$ cat config.mk
export PLATFORM = sky130hd
export DESIGN_NAME = bcd_to_binary
export DESIGN_NICKNAME = d
export VERILOG_FILES = /design/src/rtl/bcd_to_binary.sv
export SDC_FILE = /design/constraint.sdc
export NUM_CORES = 1
export LEC_CHECK = 0
export ABC_AREA = 1
export BUFFER_PORTS_ARGS = -buffer_cell sky130_fd_sc_hd__buf_2
export CORE_MARGIN = 1.5
export CORE_UTILIZATION = 29
export DETAILED_ROUTE_END_ITERATION = 10
export PLACE_DENSITY = 0.47
export SLEW_MARGIN = 10
export SYNTH_ARGS = -nofsm -noshare
export SYNTH_HDL_FRONTEND = slang
export SYNTH_SLANG_ARGS = --single-unit
$ cat constraint.sdc
create_clock -name clk -period 1.4 [get_ports clk]
set_input_delay 0.07 -clock clk [delete_from_list [all_inputs] [get_ports clk]]
set_output_delay 0.07 -clock clk [all_outputs]
set_load 0.02 [all_outputs]
$ cat src/rtl/bcd_to_binary.sv
// bcd_to_binary: sequential three-digit BCD (000..299) to 9-bit binary
// converter using reverse double-dabble. Each SHIFT cycle shifts the
// {BCD, accumulator} pair right by one bit and then subtracts 3 from any
// BCD nibble that is 8 or more. Nine iterations give the full result.
//
// Optional feature macro: BCD_CHECK_EN
//   defined   : invalid digits are caught at acceptance. The request ends
//               after one cycle with err=1 and bin unchanged.
//   undefined : err is tied low. Invalid digits still finish in 9 clocks.
module bcd_to_binary (
    input  logic       clk,
    input  logic       rst_n,
    input  logic       start,
    input  logic [1:0] hundreds,
    input  logic [3:0] tens,
    input  logic [3:0] ones,
    output logic       busy,
    output logic       done,
    output logic [8:0] bin,
    output logic       err
);

    typedef enum logic {
        ST_IDLE  = 1'b0,
        ST_SHIFT = 1'b1
    } state_t;

    state_t     r_state;
    state_t     w_state_nxt;
    logic [9:0] r_bcd;
    logic [8:0] r_acc;
    logic [3:0] r_cnt;
    logic [9:0] w_bcd_tmp;
    logic [9:0] w_bcd_shift;
    logic [8:0] w_acc_shift;
    logic       w_accept;
    logic       w_abort;

    // Reverse double-dabble digit correction: a nibble of 8 or more after
    // the right shift has received a "ten" from above, so remove 3.
    function automatic logic [3:0] f_adjust(input logic [3:0] nib);
        logic [3:0] res;
        if (nib >= 4'd8) begin
            res = nib - 4'd3;
        end else begin
            res = nib;
        end
        return res;
    endfunction

`ifdef BCD_CHECK_EN
    logic r_bad;
    logic w_invalid;

    assign w_invalid = (tens > 4'd9) || (ones > 4'd9) || (hundreds == 2'd3);
    assign w_abort   = r_bad;

    // Invalid-digit tracking: latch the check at acceptance, report at edge 1.
    always_ff @(posedge clk or negedge rst_n) begin
        if (!rst_n) begin
            r_bad <= 1'b0;
            err   <= 1'b0;
        end else if (w_accept) begin
            r_bad <= w_invalid;
            err   <= 1'b0;
        end else if ((r_state == ST_SHIFT) && r_bad) begin
            r_bad <= 1'b0;
            err   <= 1'b1;
        end else begin
            r_bad <= r_bad;
            err   <= err;
        end
    end
`else
    assign w_abort = 1'b0;
    assign err     = 1'b0;
`endif

    // One shift step: the ones LSB enters the accumulator MSB, then fix digits.
    always_comb begin
        w_bcd_tmp   = {1'b0, r_bcd[9:1]};
        w_bcd_shift = {w_bcd_tmp[9:8], f_adjust(w_bcd_tmp[7:4]), f_adjust(w_bcd_tmp[3:0])};
        w_acc_shift = {r_bcd[0], r_acc[8:1]};
    end

    // State register.
    always_ff @(posedge clk or negedge rst_n) begin
        if (!rst_n) begin
            r_state <= ST_IDLE;
        end else begin
            r_state <= w_state_nxt;
        end
    end

    // Next-state logic: accept in IDLE, leave SHIFT after the 9th step or an abort.
    always_comb begin
        w_state_nxt = r_state;
        w_accept    = 1'b0;
        case (r_state)
            ST_IDLE: begin
                if (start) begin
                    w_accept    = 1'b1;
                    w_state_nxt = ST_SHIFT;
                end else begin
                    w_state_nxt = ST_IDLE;
                end
            end
            ST_SHIFT: begin
                if (w_abort || (r_cnt == 4'd8)) begin
                    w_state_nxt = ST_IDLE;
                end else begin
                    w_state_nxt = ST_SHIFT;
                end
            end
            default: begin
                w_state_nxt = ST_IDLE;
            end
        endcase
    end

    // Datapath and registered handshake outputs.
    always_ff @(posedge clk or negedge rst_n) begin
        if (!rst_n) begin
            r_bcd <= 10'd0;
            r_acc <= 9'd0;
            r_cnt <= 4'd0;
            busy  <= 1'b0;
            done  <= 1'b0;
            bin   <= 9'd0;
        end else begin
            done <= 1'b0;
            if (w_accept) begin
                r_bcd <= {hundreds, tens, ones};
                r_acc <= 9'd0;
                r_cnt <= 4'd0;
                busy  <= 1'b1;
            end else if (r_state == ST_SHIFT) begin
                if (w_abort) begin
                    busy <= 1'b0;
                    done <= 1'b1;
                end else begin
                    r_bcd <= w_bcd_shift;
                    r_acc <= w_acc_shift;
                    r_cnt <= r_cnt + 4'd1;
                    if (r_cnt == 4'd8) begin
                        bin  <= w_acc_shift;
                        done <= 1'b1;
                        busy <= 1'b0;
                    end else begin
                        busy <= 1'b1;
                    end
                end
            end else begin
                busy <= 1'b0;
            end
        end
    end

endmodule

Yosys cells after proc, flatten, opt, wreduce, memory -nomap -nowiden
Index checks and enable logic that the tools add are counted.
{"block": "totals", "word_cells": 34, "in_bits": 13, "output_inout_bits": 12, "reg_bits": 35}
{"block": "classes", "n_eq_ne": 1, "mux": 17, "n_reduce_logical": 2, "bitwise_logic": 2, "magnitude_cmp": 2, "n_addsub": 3}
{"op": "10-bit two-way mux", "n": 2}
{"op": "9-bit two-way mux", "n": 2}
{"op": "4-bit two-way mux", "n": 4}
{"op": "4-bit >= comparator, second input constant", "n": 2}
{"op": "1-bit two-way mux", "n": 8}
{"op": "4-bit by 2-bit subtractor with 4-bit output, second input constant", "n": 2}
{"op": "4-bit by 1-bit adder with 4-bit output, second input constant", "n": 1}
{"op": "4-bit equality test, second input constant", "n": 1}
{"op": "3-bit AND reduction", "n": 1}
{"op": "1-bit NOT", "n": 2}
{"op": "1-bit one-hot mux with 2 select lines", "n": 1}
{"op": "2-bit nonzero test", "n": 1}

Longest topological paths before layout
{"block": "logic_depth", "depth_word": 4, "ltp_mapped": 6, "depth_no_buf": 6}

Least setup slack after synthesis
Ideal clock, no wire load.
{"block": "synth_timing", "path_type": "register to register", "startpoint": "register r_cnt[0]", "endpoint": "register bin[8]", "setup_time_ns": 0.118, "required_time_ns": 1.282, "path_stages_with_launch": 7, "n_path_buf": 1, "arrival_ns": 1.078, "path_slack_ns": 0.204, "period_less_slack_ns": 1.196, "cell_sequence": "dfrtp_1 -> inv_1 -> ha_1 -> nand4_4 -> buf_6 -> nand2_1 -> o21ai_2"}
{"block": "synth_via", "elab_chain_len": 2}
{"item": "from (decl)", "line": "32", "source": "logic [3:0] r_cnt;"}
{"item": "from (signal assigned)", "line": "144", "source": "r_cnt <= r_cnt + 4'd1;"}
{"item": "4-bit equality test", "line": "145", "source": "if (r_cnt == 4'd8) begin"}
{"item": "3-bit AND reduction (no source line)"}
{"item": "to (signal assigned)", "line": "146", "source": "bin <= w_acc_shift;"}
{"item": "to (decl)", "line": "19", "source": "output logic [8:0] bin,"}
Every way passes these cells.
A chain may end at the register's enable or synchronous reset.

==> results.cfg <==
[worst_setup_path]
r2r_cells = 5
crit_arrival_ns = 1.41
crit_required_ns = 1.57
max_stage_delay_ns = 0.59
critPathKind = reg2reg
end_kind = flop
crit_fanout = 15
crit_path_start_kind = flop
crit_chain = nor2_4 > inv_2 > o21ai_0 > inv_1 > nand2_1
critPathSlowestCell = dfrtp_1

[drt]
vias = 1159
drc = 0
viasPerCell = 4.23
wirelength_met1_um = 1520
drt-pass1-iter-count = 4
drt_iter0_drc = 75
met3_length_um = 125
top_layer = met4
postRouteAntennaNets = 0
routed_wl_um = 2940
wl_per_cell_um = 10.7
wl_met2_um = 1250

[timing]
skew_ns = 0.00443
tns_ns = 0
hold_viol_final = 0
min_period_over_period = 0.881
period_minus_slack_ns = 1.23
setup_viol_count_final = 0
finalMaxSlewViolations = 0
max_freq_mhz = 811
rsz0062_at_grt = false

[clock_network]
clock_sinks = 33
cts_tree = done
cts_buffers = 5
postCtsResizedCells = 0
h-tree-depth = 2
clkLatencyLatePin_ns = 0.28
clk_pin_slew_worst_paths_ns = 0.07
cts-root-buf = clkbuf_8
clk_path_buf_depth = 2

[synth]
synth-main-ff-cell = dfrtp_1
ys_ff_latch = 33
synth_xor_area_frac = 0
yosysSeqAreaShare = 0.524
synth_mux_area_frac = 0
synth.distinct_cells = 20
syn_area_per_cell_um2 = 9.38
synth-compound-area-share = 0.149
synth_edf_count = 0
synth_area_um2 = 1580
synthSimpleGateAreaFrac = 0.172
synth_top_family_by_area = simple AND/OR/NAND/NOR gates
syn-num-nets = 187
synth-adder-area-share = 0.0476
synthArstFlopShare = 1.00
yosysWarnings = 0
synth_cells = 168

[global_routing]
overflow = 0
grt_antenna_before_repair = 0
grt.total_usage = 0.113
grt_pass1_vias = 1116
grt_max_degree = 34
grt_pass1_wl_um = 5240

[floorplan]
die_x_um = 76.7
dieArea_um2 = 5890
die_y_um = 76.7
core_area_um2 = 5170
ios = 25
num_rows = 26
start_util = 0.305

[cells_and_area]
drive_gt1_frac = 0.255
area_growth_pct = 22.1
fin_nets = 222
mostFrequentLayoutCell = nand2_1
antenna_cells = 0
layout_common_cells = nand2_1, dfrtp_1, inv_1
fin_util = 0.372

[run_status]
status = completed

[pwr]
p_leak_nw = 0.994
p_per_area_nw_per_um2 = 1950
peakVddDrop_mv = 0.851

[worst_hold_path]
min_path_cells = 3
hold_class = in2reg

[place]
place_hpwl_um = 2040
port-buffer-count = 23
globalplace.congestion = 0.763

[flow_run]
max-cap-violations = 0
-- synthesized netlist by cell type, types with 2 or more instances --
cell | count | area (µm²)
buf_4 | 3 | 22.5
buf_6 | 3 | 33.8
nand2_1 | 42 | 158
o22ai_1 | 8 | 50.1
nor2_1 | 5 | 18.8
nand3_1 | 9 | 45.0
nor2_4 | 2 | 22.5
a21oi_1 | 2 | 10.0
o211ai_1 | 3 | 22.5
dfrtp_1 | 33 | 826
inv_2 | 2 | 7.51
ha_1 | 6 | 75.1
o21ai_2 | 9 | 78.8
o21ai_0 | 8 | 40.0
o211ai_2 | 2 | 25.0
inv_1 | 27 | 101
-- timing repair --
item,CTS,global route
buffers inserted,0,1
endpoints found under the setup margin,0,10
hold buffers,5,0
endpoints found under the hold margin,37,0
-- worst max-delay path: cells and delay by family, from the launching register on --
kind | cells | cell delay (ns)
compound gates | 1 | 0.12
flops | 1 | 0.59
buf+inv | 2 | 0.32
simple gates | 2 | 0.09
-- path summary, 6_finish.rpt --
check	startpoint	end	slack, ns
min	ones[1]	r_bcd[1]	0.008
min in group asynchronous	rst_n	bin[3]	0.27
max in group asynchronous	rst_n	r_cnt[0]	0.96
min reg2reg	bin[1]	bin[1]	0.48
max	busy	r_bcd[2]	0.17
max reg2reg	busy	r_bcd[2]	0.17
-- power breakdown --
part | internal (mW) | switching (mW)
clock | 0.344 | 0.337
sequential | 1.34 | 0.240
combinational | 0.584 | 0.918
total | 2.27 | 1.49
-- registers in the layout, indices dropped and copies added, names as in the netlist --
name	flops
bin	9
busy	1
done	1
r_acc	8
r_bcd	10
r_cnt	4
-- routing by layer --
| layer | vias up | GRT usage |
|---|---|---|
| met5 | - | 0 |
| met4 | 0 | 0.0444 |
| li1 | 605 | - |
| met2 | 26 | 0.172 |
| met1 | 521 | 0.147 |
| met3 | 7 | 0.0405 |
-- cell families after synthesis --
family | count (synthesis)
simple gates | 60
buf+inv | 35
compound gates | 33
flops | 33
fa+ha+maj | 6
other cells | 1
-- metrics by stage --
stage                     hold WS, ns  cells  total power, mW  setup WS (ns)  area [µm²]
after floorplan                -0.226    168             2.71          0.204        1580
after global placement         0.0474    260             3.09         0.0717        1770
after detailed placement       0.0456    260             3.09         0.0538        1770
after CTS                     0.00113    273             3.81         0.0436        1910
after global routing           0.0197    274             4.10         0.0340        1930
final                         0.00765    274             3.76          0.167        1930
-- area by class of cell --
type                       instances  area, µm²
fill                             535       3250
clock inverter                     2       10.0
clock buffer                       6       72.6
inverter                          29        109
timing repair buffer              34        235
sequential                        33        826
tap                               70       87.6
multi-input combinational        100        586
Power figures use the tool's default switching activity.
